`src/rtl/blink_led_arbiter.sv`:
```
// Shares one status LED among N_REQ requesters, each asking for a burst of blinks.
// Optional macro BLINK_FIXED_PRIO_EN selects fixed priority (lowest index wins) instead of round-robin.
module blink_led_arbiter #(
  parameter int N_REQ      = 4,
  parameter int HALF_TICKS = 24,
  parameter int BLINK_W    = 4,
  parameter int GAP_TICKS  = 2
) (
  input  logic                       clk,
  input  logic                       rst,
  input  logic [N_REQ-1:0]           req,
  input  logic [N_REQ*BLINK_W-1:0]   blinks,
  output logic [N_REQ-1:0]           gnt,
  output logic [N_REQ-1:0]           done,
  output logic                       led,
  output logic                       tick,
  output logic                       busy
);

  localparam int IDX_W = $clog2(N_REQ);
  localparam int CNT_W = $clog2(HALF_TICKS);
  localparam int GAP_W = $clog2(GAP_TICKS + 1);

  typedef enum logic [2:0] {
    IDLE,
    WAIT,
    ON,
    OFF,
    GAP
  } state_t;

  state_t             state;
  logic [CNT_W-1:0]   cnt;
  logic [IDX_W-1:0]   owner;
  logic [IDX_W-1:0]   pick;
  logic               pick_valid;
  logic [BLINK_W-1:0] remaining;
  logic [GAP_W-1:0]   gapcnt;
  logic               aborted;
`ifndef BLINK_FIXED_PRIO_EN
  logic [IDX_W-1:0]   rr;
`endif

  // Free-running timebase; tick is registered and never gated by the FSM.
  always_ff @(posedge clk or posedge rst) begin
    if (rst) begin
      cnt  <= '0;
      tick <= 1'b0;
    end else begin
      tick <= (cnt == CNT_W'(HALF_TICKS - 1));
      if (cnt == CNT_W'(HALF_TICKS - 1))
        cnt <= '0;
      else
        cnt <= cnt + 1'b1;
    end
  end

`ifdef BLINK_FIXED_PRIO_EN
  always_comb begin
    pick       = '0;
    pick_valid = 1'b0;
    for (int i = N_REQ - 1; i >= 0; i--) begin
      if (req[i]) begin
        pick       = IDX_W'(i);
        pick_valid = 1'b1;
      end
    end
  end
`else
  // Scan downward so the last hit is the closest index after rr.
  always_comb begin
    logic [IDX_W-1:0] idx;
    pick       = '0;
    pick_valid = 1'b0;
    idx        = '0;
    for (int k = N_REQ; k >= 1; k--) begin
      idx = IDX_W'((int'(rr) + k) % N_REQ);
      if (req[idx]) begin
        pick       = idx;
        pick_valid = 1'b1;
      end
    end
  end
`endif

  assign busy = (state != IDLE);

  always_ff @(posedge clk or posedge rst) begin
    if (rst) begin
      state     <= IDLE;
      gnt       <= '0;
      done      <= '0;
      led       <= 1'b0;
      owner     <= '0;
      remaining <= '0;
      gapcnt    <= '0;
      aborted   <= 1'b0;
`ifndef BLINK_FIXED_PRIO_EN
      rr        <= IDX_W'(N_REQ - 1);
`endif
    end else begin
      done <= '0;
      // An owner dropping its request beats a simultaneous tick.
      if ((state == WAIT || state == ON || state == OFF) && !req[owner]) begin
        led     <= 1'b0;
        gapcnt  <= GAP_W'(GAP_TICKS);
        aborted <= 1'b1;
        state   <= GAP;
      end else begin
        case (state)
          IDLE: begin
            if (pick_valid) begin
              gnt        <= '0;
              gnt[pick]  <= 1'b1;
              owner      <= pick;
`ifndef BLINK_FIXED_PRIO_EN
              rr         <= pick;
`endif
              remaining  <= blinks[pick*BLINK_W +: BLINK_W];
              aborted    <= 1'b0;
              state      <= WAIT;
            end
          end
          WAIT, OFF: begin
            if (tick) begin
              if (remaining == '0) begin
                gapcnt <= GAP_W'(GAP_TICKS);
                state  <= GAP;
              end else begin
                led   <= 1'b1;
                state <= ON;
              end
            end
          end
          ON: begin
            if (tick) begin
              led <= 1'b0;
              if (remaining != '0)
                remaining <= remaining - 1'b1;
              state <= OFF;
            end
          end
          GAP: begin
            if (tick) begin
              if (gapcnt != '0)
                gapcnt <= gapcnt - 1'b1;
              if (gapcnt <= GAP_W'(1)) begin
                if (!aborted)
                  done[owner] <= 1'b1;
                gnt   <= '0;
                state <= IDLE;
              end
            end
          end
          default: begin
            led   <= 1'b0;
            gnt   <= '0;
            state <= IDLE;
          end
        endcase
      end
    end
  end

`ifndef SYNTHESIS
  gnt_onehot: assert property (@(posedge clk) disable iff (rst) $onehot0(gnt));
  led_only_on: assert property (@(posedge clk) disable iff (rst) led |-> (state == ON));
  done_drops_gnt: assert property (@(posedge clk) disable iff (rst) (done != '0) |-> (gnt == '0));
`endif

endmodule

```
`config.mk`:
```
export PLATFORM = sky130hd
export DESIGN_NAME = blink_led_arbiter
export DESIGN_NICKNAME = d
export VERILOG_FILES = /design/src/rtl/blink_led_arbiter.sv
export SDC_FILE = /design/constraint.sdc
export NUM_CORES = 1
export LEC_CHECK = 0
export ABC_AREA = 1
export BUFFER_PORTS_ARGS = -buffer_cell sky130_fd_sc_hd__buf_2
export CAP_MARGIN = 30
export CORE_MARGIN = 2
export CORE_UTILIZATION = 40
export DETAILED_ROUTE_END_ITERATION = 6
export HOLD_SLACK_MARGIN = 0.1
export PLACE_DENSITY = 0.64
export SLEW_MARGIN = 20
export SYNTH_ARGS = -nofsm -noshare
export SYNTH_HDL_FRONTEND = slang
export SYNTH_SLANG_ARGS = --single-unit
```
`constraint.sdc`:
```
create_clock -name clk -period 4.55 [get_ports clk]
set_input_delay 0.455 -clock clk [delete_from_list [all_inputs] [get_ports clk]]
set_output_delay 0.455 -clock clk [all_outputs]
set_load 0.005 [all_outputs]
```
==> impl_results.md <==
* Status: finished clean
* Worst path max stage delay at 660 ps
* Clk pwr share at 0.162
* Full die area at 0.00508 mm²
* P_sw at 0.800 mW
* Via density at 4.99
* Fin util at 0.491
* Sum Neg Setup Slack at 0 ps
* Latest clock arrival within the worst-skew pair at 290 ps
* Clock transition at path regs at approximately 70 ps
* CP max-delay cell: dfstp_2
* Antenna violations before repair at 0
* Hold Path Class: primary input to asynchronous set/reset pin
* Dominant synthesized flop cell: dfrtp_1
* Vias in the first global route at 1644
* Distinct cells, synth at 35
* Detailed Routing Iterations Pass 1 at 4
* Worst Tran Pin Value at 441 ps
* # H-tree levels at 2
* Gate power share at 0.588
* Startpoint Class: register
* Largest net degree at the start of global routing at 30
* CTS tree: done
* CP Cell Sequence: inv_8 > nand2_4 > nand2_2 > nand2_1 > nand2_2 > inv_2 > nand2_1 > nand2_2 > nand2_4 > nand2_1 > nand2_1 > nand2_1 > nand3_1 > nand2_1 > nand2_1
* Sequential group share of total power at 0.250
* Sw frac at 0.489
* Leakage Power at 1.18 nW
* Post-CTS Hold Buffers at 0
* Drt wl/cell at 12.1 µm
* Slew Limit Fails at 0
* Hold Vio Cnt, Final at 0
* Tot GR Track Use at 0.186
* Routed Antenna Nets at 0
* Critical Path RT at approximately 4700 ps
* Setup ws final at 2570 ps
* Period utilisation layout at 0.436
* Int Power at 0.836 mW
* Setup bufs post-CTS at 0
* Cell mode on critical path: nand2_1
* Clk buf depth at 2
* Hold slack at 227 ps
* Chip height at 71.3 µm
* Most frequent cells in the layout: nand2_1 (78), buf_2 (32), inv_1 (29)
* Fin area at 0.00214 mm²
* Fmax at slightly above 0.5 GHz
* Syn_area_per_cell at 7.36 µm²
* DR vias at approximately 1700
* Placement Setup Slack at 2580 ps
* Yosys top cell by area: dfrtp_1
* Crit Path Max Fanout at 10
* Register area share after synthesis at 0.402
* WS Path Type: register to register
* IO Pins at 33
* Commonest non-fill, non-tap cell in the layout: nand2_1
* Final Skew at roughly 8.4 ps
* Post-Syn Nets at 272
* TritonCTS Sinks at 29
* EDFF count, synth at 0
* Rows at 24
* Initial DRC Count at 62
* Net count, final at approximately 310
* Yosys top cell area share at 0.373
* Ys Warns at 0
* Seq cells post-synth at 29
* Post-DP Area at a little over 0.002 mm²
* Max_slew headroom at 0.705
* Post-Syn Instances at 246
* Final setup fails at 0
* P per Cell Area at 765 mW/mm²
* Crit path DAT at 2160 ps
* Final WL at ~4.1 mm
* GP Congestion at 0.807
* Mapped cell area at approximately 0.0018 mm²
* Core area at ~0.0044 mm²
* ANT cells at 0
* Die W at 71.3 µm
* Largest cells by area after synthesis: dfrtp_1 (37%), nand2_1 (16%), inv_1 (6.0%)
* Post-DP HPWL at 3.16 mm
* Post-synthesis async set-or-reset flop share at 1.00
* Input/output buffers at 32
* DR DRC count at 0
* RSZ-0062 raised after global routing: no
* Total grt overflow at 0
* Final Critical Period at approximately 2000 ps
* Initial Util at 0.416
* TritonCTS buffer count at 5
* Post-CTS Resized at 0
* Crit. End Element: register
* Clock root buffer master: clkbuf_8
* Number of max-cap violations at 0
* VDD IR-drop max at 0.339 mV
* Layout cell share with drive strength beyond 1 at 0.248
* First-pass GRT wire length at 7.38 mm
* Synthesis-to-finish area growth at 18.2%
power by group through the flow:
stage | combinational (mW) | clock [mW] | sequential [mW]
after floorplan | 0.780 | 0 | 0.391
after global placement | 0.961 | 0 | 0.412
after detailed placement | 0.969 | 0 | 0.415
after CTS | 0.972 | 0.271 | 0.410
after global routing | 1.12 | 0.283 | 0.422
final | 0.963 | 0.265 | 0.409
logic make-up after synthesis:
logic type	synth area share
and+or+nand+nor	0.359
buffers and inverters	0.0829
AOI/OAI and AO/OA	0.129
DFF	0.402
adders and majority gates	0.0276
registers in the layout, summed over array words and instances (netlist names):
register / count
gnt: 4
owner: 2
tick: 1
done: 4
led: 1
state: 3
rr: 2
gapcnt: 2
remaining: 4
cnt: 5
aborted: 1
layer usage:
layer | vias up | wire length, µm | GRT usage
met5 | - | 0 | 0
met4 | 0 | 64 | 0.0692
met3 | 6 | 171 | 0.0492
met2 | 29 | 1880 | 0.285
met1 | 779 | 1970 | 0.254
li1 | 873 | - | -
critical path: cells and delay by family, from the launching register on:
family	cells	cell delay [ps]
buffers and inverters	2	140
DFF	1	660
and+or+nand+nor	13	1080
path summary, 6_finish.rpt:
kind	end	slack, ps	cells after the start	start
hold reg to reg	cnt[0]	460	1	cnt[0]
min in group clk	cnt[0]	460	1	cnt[0]
setup reg to reg	remaining[2]	2570	15	rr[0]
hold / removal	tick	230	3	rst
max in group asynchronous	rr[1]	3990	3	rst
setup / recovery	remaining[2]	2570	15	rr[0]
Yosys cell counts, types with 2 or more instances:
library cell	number
nor3_2	2
o2111ai_1	2
inv_1	29
nand2_2	8
ha_1	4
nand3_2	2
dfrtp_1	27
o21ai_0	9
dfstp_2	2
a21oi_1	7
nor3_1	3
inv_2	4
o31ai_1	3
nand2_1	78
a22o_2	2
nor2_1	18
nor4_1	3
o21bai_1	2
nand2_4	2
nor2_2	4
nand3_1	21
stage by stage:
step | std cells | power (mW)
6_report | 338 | 1.64
5_1_grt | 338 | 1.82
4_1_cts | 338 | 1.65
3_5_place_dp | 330 | 1.38
3_3_place_gp | 330 | 1.37
2_1_floorplan | 246 | 1.17
area by class of cell:
| class | count | area [µm²] |
|---|---|---|
| flip-flops and latches | 29 | 728 |
| clock buffers | 6 | 72.6 |
| inverters | 35 | 139 |
| multi-input cells | 181 | 932 |
| clock inverters | 2 | 35.0 |
| repair buffers | 33 | 168 |
| well taps | 52 | 65.1 |
| fillers | 457 | 2210 |
No activity file was read; power rests on OpenSTA's default activity.
